$ cat src/rtl/dds_wave_gen.sv
// Direct digital synthesis waveform generator: phase accumulator, external
// synchronous sine ROM and sine/square/triangle/sawtooth output shaping.
module dds_wave_gen #(
  parameter int ACC_W   = 32,
  parameter int PHASE_W = 12,
  parameter int DATA_W  = 8
) (
  input  logic               sys_clk,
  input  logic               sys_rst_n,
  input  logic [3:0]         wave_sel,
  input  logic [ACC_W-1:0]   freq_word,
  input  logic [PHASE_W-1:0] phase_off,
  output logic [PHASE_W-1:0] rom_addr,
  input  logic [DATA_W-1:0]  rom_data,
  output logic [DATA_W-1:0]  dds_out
);

  localparam logic [3:0] SEL_SINE = 4'b0001;

  logic [ACC_W-1:0]   acc;
  logic [ACC_W:0]     sum;
  logic               wrap;
  logic               req_ok;
  logic [PHASE_W-1:0] phase_c;
  logic [PHASE_W-1:0] ph1;
  logic [PHASE_W-1:0] ph2;
  logic [3:0]         sel_req;
  logic [3:0]         sel_act;
  logic [3:0]         sel1;
  logic [3:0]         sel2;
  logic [DATA_W-1:0]  wave;

  assign sum     = {1'b0, acc} + {1'b0, freq_word};
  assign wrap    = sum[ACC_W];
  assign req_ok  = (wave_sel != 4'd0) &&
                   ((wave_sel & (wave_sel - 4'd1)) == 4'd0);
  assign phase_c = acc[ACC_W-1 -: PHASE_W] + phase_off;

  always_ff @(posedge sys_clk or negedge sys_rst_n) begin
    if (!sys_rst_n) begin
      acc      <= '0;
      rom_addr <= '0;
      ph1      <= '0;
      ph2      <= '0;
      sel_req  <= SEL_SINE;
      sel_act  <= SEL_SINE;
      sel1     <= SEL_SINE;
      sel2     <= SEL_SINE;
      dds_out  <= '0;
    end else begin
      acc      <= sum[ACC_W-1:0];
      rom_addr <= phase_c;
      ph1      <= phase_c;
      ph2      <= ph1;
      sel1     <= sel_act;
      sel2     <= sel1;
      dds_out  <= wave;
      if (req_ok)
        sel_req <= wave_sel;
      // switch only at a period boundary; with no motion there is none
      if (wrap || (freq_word == '0))
        sel_act <= sel_req;
    end
  end

  always_comb begin
    wave = rom_data;
    unique case (1'b1)
      sel2[0]: wave = rom_data;
      sel2[1]: wave = {DATA_W{~ph2[PHASE_W-1]}};
      sel2[2]: wave = ph2[PHASE_W-1] ? ~ph2[PHASE_W-2 -: DATA_W]
                                     :  ph2[PHASE_W-2 -: DATA_W];
      sel2[3]: wave = ph2[PHASE_W-1 -: DATA_W];
      default: wave = rom_data;
    endcase
  end

endmodule

$ cat config.mk
export PLATFORM = sky130hd
export DESIGN_NAME = dds_wave_gen
export DESIGN_NICKNAME = d
export VERILOG_FILES = /design/src/rtl/dds_wave_gen.sv
export SDC_FILE = /design/constraint.sdc
export NUM_CORES = 1
export LEC_CHECK = 0
export CAP_MARGIN = 20
export CORE_MARGIN = 2
export CORE_UTILIZATION = 24
export DETAILED_ROUTE_END_ITERATION = 7
export RECOVER_POWER = 25
export SLEW_MARGIN = 40
export SYNTH_ARGS = -nofsm -noshare
export SYNTH_HDL_FRONTEND = slang
export SYNTH_SLANG_ARGS = --single-unit
$ cat constraint.sdc
create_clock -name sys_clk -period 2.56 [get_ports sys_clk]
set_input_delay 0.384 -clock sys_clk [delete_from_list [all_inputs] [get_ports sys_clk]]
set_output_delay 0.384 -clock sys_clk [all_outputs]
set_load 0.02 [all_outputs]
# After elaboration in Yosys (flattened, before gate mapping)

Index checks and enable logic that the tools add are counted.
Widths: inputs -> output; s select.

Bits in registers: 80
Bits of input ports: 58
Output and inout port bits: 20
Word-level logic and storage cells: 21

Add/subtract/negate cells: 3
Multiplexer cells: 2
Bitwise logic cells: 3
Reductions and logical operators: 5

Operator list:

| cell                | number |
|---|---|
| $add 32x32->33      | 1 |
| $logic_not 32->1    | 1 |
| $pmux 8 s3          | 1 |
| $add 12x12->12      | 1 |
| $mux 8              | 1 |
| $not 8->8           | 1 |
| $and 4x4->4         | 1 |
| $logic_not 4->1     | 1 |
| $reduce_bool 4->1   | 1 |
| $sub 4x1->4 const B | 1 |
| $logic_and 1x1->1   | 1 |
| $logic_or 1x1->1    | 1 |
| $not 1->1           | 1 |

# Logic depth before layout (Yosys ltp)

Gate-level depths: netlist of run 1.

Depth after elaboration: 4
Mapped depth: 10
Mapped depth without buffers: 10

# Least setup slack after synthesis of run 1

OpenSTA, ideal clock, no wires.

Path kind: input to register
Start: input port freq_word[0]
End: register sel_act[1]
Setup time: 0.125 ns
Arrival time: 2.597 ns
Data required time: 2.435 ns
Setup slack: -0.162 ns
Stages: 9
Path buffers: 0
Cells stage by stage: ha_1 fa_1 a211oi_1 o21ai_0 a211oi_1 o21ai_0 a31oi_1 o21ai_0 mux2_2

Word-level cells in the longest chain between the ends: 2
Elaborated cells between the ends (all ways): 3
Classes of those cells: 1 x add/sub; 2 x reduce/logical

Ends and longest elaborated chain:

| element                                            | RTL line | source |
|---|---|---|
| start, declared                                    | 11       | `input logic [ACC_W-1:0] freq_word,` |
| $add 32x32->33 or $logic_not 32->1 (tied branches) | 33, 61   |  |
| $logic_or 1x1->1 *                                 | 61       | `if (wrap \|\| (freq_word == '0))` |
| end signal, assigned                               | 62       | `sel_act <= sel_req;` |
| end, declared                                      | 28       | `logic [3:0] sel_act;` |

Every way passes the cells marked *; elsewhere a longest branch is shown, timed or not.
A chain may end at the register's enable or synchronous reset.

# Worst setup path in the final report of run 1

Start: register acc[15]
End: register acc[29]

Word-level cells in the longest chain between the ends: 1

Ends and longest elaborated chain:

| element                | RTL line | source |
|---|---|---|
| start, declared        | 20       | `logic [ACC_W-1:0] acc;` |
| start signal, assigned | 51       | `acc <= sum[ACC_W-1:0];` |
| $add 32x32->33         | 33       | `assign sum = {1'b0, acc} + {1'b0, freq_word};` |
| via sum[29]            | 21       | `logic [ACC_W:0] sum;` |

The timed path passes the listed nets, and every way through them passes these cells.

==> key figures, run 1 <==
Outcome
  • Run status: complete, but fails checks
  • Violated checks: max-capacitance violations, max-slew violations

Global routing
  • First-pass GRT wire length: 18.4 mm
  • Initial antenna violation count: 0
  • Total gr overflow: 0
  • Largest net degree at the start of global routing: 74
  • Vias in the first global route: 3881
  • Global-route usage over all layers: 0.118

Worst setup path
  • WS Path Type: reg -> reg
  • R2R setup slack: 0.03 ns
  • WP data arrival: 2.76 ns
  • CP Max Fanout: 3
  • Crit path required time: 2.80 ns
  • Startpoint Class: flop
  • R2R depth: 9
  • CP Capture Type: flop

CTS
  • Clk slew on worst S/H paths: 0.07 ns
  • Max clock buf depth: 2
  • CTS H-tree depth: 3
  • Clk root buf: clkbuf_16
  • Clock sinks: 73
  • Clk Latency, worst-skew pair: 0.34 ns
  • CTS tree: done
  • Inserted Clock Buffers: 9

Final layout
  • Final #Nets: 688
  • Commonest non-fill, non-tap cells in the layout: buf_4 (75), dfrtp_1 (73), clkdlybuf4s50_1 (70)
  • N_diodes: 0
  • Commonest non-fill, non-tap cell in the layout: buf_4
  • Area grow syn2layout: 49.9%
  • Layout Cells excl Fill: 819
  • Layout cell share with drive strength beyond 1: 0.246

Yosys
  • EDFF count, synth: 0
  • Syn Area/Cell: 10.1 um^2
  • XOR/XNOR Fraction of Synth Area: 0.0911
  • Main synth FF type: dfrtp_1
  • Post-synthesis mux area share: 0.0101
  • FFs w/ async S/R, synth: 1.00
  • Yosys reg bits: 73
  • Cell Area, Synth: 4320 um^2
  • Adder-cell share of the synthesized area: 0.134
  • Syn_nets: 531
  • Post-synthesis cell type count: 55
  • Post-synthesis simple-gate area fraction: 0.130
  • Synth warn: 0
  • Area fraction in compound gates after synthesis: 0.192
  • Cells after synthesis: 428
  • Seq/Total Area, Yosys: 0.422
  • Largest family of logic cells by synthesized area: compound AO/OA/AOI/OAI gates

Pwr
  • Total power: 8.51 mW
  • Int Pwr: 5.17 mW
  • Pleak: 2.76 nW
  • Sequential Power Share: 0.253
  • Comb pwr share: 0.597
  • Sw Ratio: 0.392
  • Pwr dens: 1310 nW/um^2
  • Worst VDD drop: 0.619 mV
  • Sw power: 3.34 mW
  • Clk network pwr share: 0.150

Die
  • Core area: 17800 um^2
  • # IOs: 78
  • Initial Util: 0.242
  • Die W: 138 um
  • Die area: 19100 um^2
  • Die height: 138 um
  • Rows: 49

Route
  • DR vias/cell: 4.59
  • Initial DRC count: 127
  • Antenna-violating nets left: 0
  • DRC Markers: 0
  • Routed length per instance: 13.9 um
  • Number of iterations in the first detailed-routing pass: 4
  • Final WL: 11.4 mm
  • DR vias: 3762

Timing
  • Clock skew: 0.0107 ns
  • RSZ-0062 raised after global routing: true
  • Final hold violations: 0
  • Final period util: 0.987
  • Relative max-transition margin: -0.223
  • Final setup violation count: 0
  • Worst Max-Slew Pin Slew: 1.83 ns
  • Fmax: 0.396 GHz
  • Pins Over Slew Limit: 74
  • Final Critical Period: 2.53 ns

Hold path
  • Hold path cells: 0
  • Worst min path class: reg -> reg

Placement
  • DP Wirelength: 8.94 mm
  • Port buffer count: 77
  • Gpl congestion: 0.856
  • Placed insts: 795

Run
  • # Max-Cap Violations: 1
-- worst max-delay path: stages (launching register included) --
cell and delay (ns):
dfrtp_1 0.40, ha_4 0.28, and3_4 0.19, nand2_2 0.06
or4_4 0.50, a211oi_2 0.18, o21ai_2 0.11, or3_4 0.37
a311o_1 0.28, o311ai_1 0.07
-- cell usage after synthesis (2+ instances only) --
cell	n	area share
fa_1	2	0.0093
inv_1	15	0.013
o211ai_1	2	0.0035
a211oi_1	6	0.010
o22ai_1	2	0.0029
nor2_1	31	0.027
or3_1	6	0.0087
nor2b_1	8	0.012
a21o_1	9	0.016
o221ai_1	2	0.0041
o21bai_1	6	0.010
a31oi_1	2	0.0029
nor3_1	8	0.0093
ha_1	43	0.12
a311o_1	4	0.0093
xor2_1	20	0.041
a221oi_1	2	0.0041
a21oi_1	45	0.052
nor4_1	9	0.013
a22oi_1	7	0.012
xnor2_1	25	0.051
mux2_2	3	0.0078
o2111ai_1	4	0.0081
nand2_1	24	0.021
clkbuf_1	4	0.0035
nand3b_1	2	0.0035
o21ai_0	28	0.032
nand3_1	9	0.010
nand4_1	2	0.0029
dfrtp_1	73	0.42
-- cell type report --
type	count	area, um^2
inverter	15	56.3
timing repair buffer	152	1330
sequential	73	1830
clock buffer	9	225
multi-input combinational	334	2680
fill	1730	11400
clock inverter	7	78.8
tap	229	287
-- per-layer routing --
layer,global-route usage,wire (um),vias to the layer above
li1,-,-,1891
met1,0.139,5030,1777
met2,0.207,5710,76
met3,0.0263,400,18
met4,0.0489,265,0
met5,0,0,-
-- power by group through the flow --
stage | registers (mW) | clock network, mW | logic (mW)
2_1_floorplan | 2.20 | 0 | 2.85
3_3_place_gp | 2.13 | 0 | 4.51
3_5_place_dp | 2.15 | 0 | 4.63
4_1_cts | 2.15 | 1.32 | 4.85
5_1_grt | 2.23 | 1.37 | 5.56
6_report | 2.15 | 1.28 | 5.08
-- worst paths after layout --
path,startpoint,end
max in group asynchronous,sys_rst_n,ph1[3]
worst min-delay path,sel1[1],sel2[1]
worst max-delay path,acc[15],acc[29]
worst min register to register,sel1[1],sel2[1]
worst max register to register,acc[15],acc[29]
min in group asynchronous,sys_rst_n,acc[11]
-- state kept, by name (all words and copies together) (netlist names) --
name / cells
acc: 32
dds_out: 8
ph1: 12
ph2: 9
sel1: 3
sel2: 3
sel_act: 3
sel_req: 3
-- per-stage QoR --
step / setup TNS, ns / worst slack, ns / area, um^2 / utilization / hold WS [ns]
after floorplan: 0 / 0.0273 / 4380 / - / 0.0884
after global placement: -10.98 / -0.704 / 5900 / 0.331 / 0.338
after detailed placement: -12.21 / -0.779 / 5900 / 0.331 / 0.339
after CTS: -0.0181 / -0.0181 / 6340 / 0.355 / 0.0856
after global routing: -0.541 / -0.0933 / 6480 / 0.363 / 0.352
final: 0 / 0.0328 / 6480 / 0.363 / 0.347
-- cell families (layout without fill, tap and decap cells) --
family	after synthesis	after routing
buffers and inverters	21	183
and+or+nand+nor	111	111
DFF	73	73
AOI/OAI and AO/OA	129	129
xor gates and xnor gates	45	45
adders and majority gates	45	45
muxes	4	4
-- timing repair --
item,CTS,global route
pin swaps,16,16
hold buffers,0,0
gates resized for setup,25,21
setup endpoints to repair,20,12
buffers inserted,3,5
No activity file was read; power rests on OpenSTA's default activity.
==> run 2: changes to the inputs <==
CELL_PAD_IN_SITES_DETAIL_PLACEMENT = 2   (was not set)
CELL_PAD_IN_SITES_GLOBAL_PLACEMENT = 2   (was not set)
PLACE_DENSITY_LB_ADDON = 0.1   (was not set)
==> run 2 against run 1 <==
Compared with the run above:
- the flow now finishes without violations
- maximum frequency decreased by 1.1%
- first-iteration DRC count decreased by 31%
- final cell count increased by 3.4%
- flip-flop and latch count unchanged
- routed wire length increased by 27%
- worst setup slack got worse by 0.029 ns
- utilization increased by 1.9 points
- count of clock-buffer cells in the layout increased by 1
- combinational power increased by 11%
- clock power increased by 16%
- non-clock buffer count increased by 28
- highest routed layer unchanged
==> key figures, run 2 (synthesis gave the netlist of run 1 again) <==
Outcome
  • Run status: finished clean

Final layout
  • Commonest non-fill, non-tap cells in the layout: buf_4 (103), dfrtp_1 (73), clkdlybuf4s50_1 (59)
  • Final #Nets: 716 (+4.1%)
  • Biggest regs: acc x32, ph1 x12, ph2 x9
  • Top reg by flops: acc
  • Final instance area: 6820 um^2 (+5.2%)
  • N_diodes: 0 (unchanged)
  • Commonest non-fill, non-tap cell in the layout: buf_4
  • Area grow syn2layout: 57.7%
  • Largest register FFs: 32 (unchanged)
  • Layout cell share with drive strength beyond 1: 0.285 (+0.0390)

CTS
  • Max clock buf depth: 2 (unchanged)
  • Clk slew on worst S/H paths: 0.06 ns (about the same)
  • CTS H-tree depth: 3 (unchanged)
  • Hold-fix buffers at CTS: 0 (unchanged)
  • CTS tree: done
  • Inserted Clock Buffers: 9 (unchanged)
  • Clk root buf: clkbuf_16
  • Clock sinks: 73 (unchanged)
  • Clk Latency, worst-skew pair: 0.35 ns (about the same)

Pwr
  • Sw Ratio: 0.393 (about the same)
  • Clk network pwr share: 0.160 (+0.010)
  • Worst VDD drop: 0.424 mV (-32%)
  • Pleak: 2.94 nW (+6.5%)
  • Pwr dens: 1370 nW/um^2 (+4.3%)
  • Int Pwr: 5.67 mW (+9.7%)
  • Comb pwr share: 0.606 (+0.009)
  • Sequential Power Share: 0.234 (-0.019)
  • Sw power: 3.67 mW (+9.8%)

Die
  • Die height: 138 um (unchanged)
  • Core area: 17800 um^2 (unchanged)
  • Die area: 19100 um^2 (unchanged)
  • Initial Util: 0.242 (unchanged)
  • # IOs: 78 (unchanged)
  • Die W: 138 um (unchanged)
  • Rows: 49 (unchanged)

Global routing
  • Total gr overflow: 0 (unchanged)
  • Initial antenna violation count: 0 (unchanged)
  • Largest net degree at the start of global routing: 46 (-38%)
  • Global-route usage over all layers: 0.157 (+0.0391)
  • First-pass GRT wire length: 23.9 mm (+30%)
  • Vias in the first global route: 4545 (+17%)

Route
  • DR vias: 3955 (+5.1%)
  • DRC Markers: 0 (unchanged)
  • Number of iterations in the first detailed-routing pass: 4 (unchanged)
  • Initial DRC count: 88 (-31%)
  • DR vias/cell: 4.67 (+1.7%)
  • Final WL: 14.5 mm (+27%)
  • Antenna-violating nets left: 0 (unchanged)
  • Routed length per instance: 17.1 um (+23%)

Timing
  • Worst Max-Slew Pin Slew: 1.18 ns (-0.653 ns)
  • WHS: 0.269 ns (-0.0779 ns)
  • Final hold violations: 0 (unchanged)
  • Final Critical Period: 2.56 ns (+0.0289 ns)
  • Final period util: 0.998 (+0.0113)
  • Clock skew: 0.00833 ns (-0.00241 ns)
  • Final setup violation count: 0 (unchanged)
  • Pins Over Slew Limit: 0 (-100%)
  • Fmax: 0.391 GHz (-1.1%)
  • RSZ-0062 raised after global routing: true
  • Relative max-transition margin: 0.213 (+0.435)

Placement
  • DP Area: 6090 um^2 (+3.1%)
  • Gpl congestion: 0.786 (-8.2%)
  • Port buffer count: 77 (unchanged)
  • DP Wirelength: 11.5 mm (+29%)

Worst setup path
  • Crit path required time: 2.79 ns (about the same)
  • Startpoint Class: flop
  • WP data arrival: 2.79 ns (+0.03 ns)
  • CP Capture Type: flop
  • CP Max Fanout: 3 (unchanged)
  • WS Path Type: reg -> reg

Run
  • # Max-Cap Violations: 0 (-1)

Hold path
  • Worst min path class: in -> async
==> run 2: cell type report <==
type,instances,area [um^2]
fillers,1929,11000
well taps,229,287
multi-input cells,334,2780
clock buffers,10,229
clock inverters,6,115
repair buffers,180,1530
flip-flops and latches,73,1830
inverters,15,56.3
==> run 2: timing repair <==
action,in CTS,in global routing
resized for setup,41,27
setup endpoints to repair,23,14
hold endpoints to repair,0,0
pin swaps,22,17
buffers inserted,6,5
==> run 2: routing by layer <==
metal | vias to the layer above | routed length, um | global-route usage | share of wire
li1 | 1932 | - | - | -
met1 | 1946 | 6570 | 0.197 | 0.45
met2 | 60 | 7290 | 0.273 | 0.50
met3 | 17 | 386 | 0.0294 | 0.027
met4 | 0 | 267 | 0.0526 | 0.018
met5 | - | 0 | 0 | 0
==> run 2: critical path: stages (launching register included) <==
cell and delay, ns:
dfrtp_1 0.37, ha_2 0.20, fa_2 0.37, a211oi_4 0.30
o21ai_2 0.13, a211oi_2 0.23, buf_4 0.18, o21ai_4 0.07
a31oi_4 0.18, o21ai_4 0.10, mux2_4 0.31
==> run 2: through the flow <==
step                       util  TNS [ns]  cells  worst slack [ns]  power (mW)
final                     0.382         0    847           0.00386        9.34
after global routing      0.382    -0.666    847            -0.120        10.1
after floorplan               -         0    428            0.0273        5.05
after detailed placement  0.341    -13.89    820            -0.839        7.29
after global placement    0.341    -11.39    820            -0.715        7.09
after CTS                 0.373   -0.0445    842           -0.0445        9.21
==> run 2: power groups by stage <==
stage / sequential [mW] / clock, mW / combinational, mW
6_report: 2.19 / 1.49 / 5.66
5_1_grt: 2.26 / 1.59 / 6.28
4_1_cts: 2.19 / 1.55 / 5.46
3_5_place_dp: 2.16 / 0 / 5.12
3_3_place_gp: 2.14 / 0 / 4.95
2_1_floorplan: 2.20 / 0 / 2.85
==> run 2: worst paths after layout <==
kind,startpoint,end,slack [ns],depth (start not counted)
worst max register to register,acc[0],sel_act[3],0.004,10
min in group sys_clk,sel1[2],sel2[2],0.34,0
worst min register to register,sel1[2],sel2[2],0.34,0
worst max-delay path,acc[0],sel_act[3],0.004,10
max in group asynchronous,sys_rst_n,acc[7],1.43,2
worst min-delay path,sys_rst_n,acc[1],0.27,1
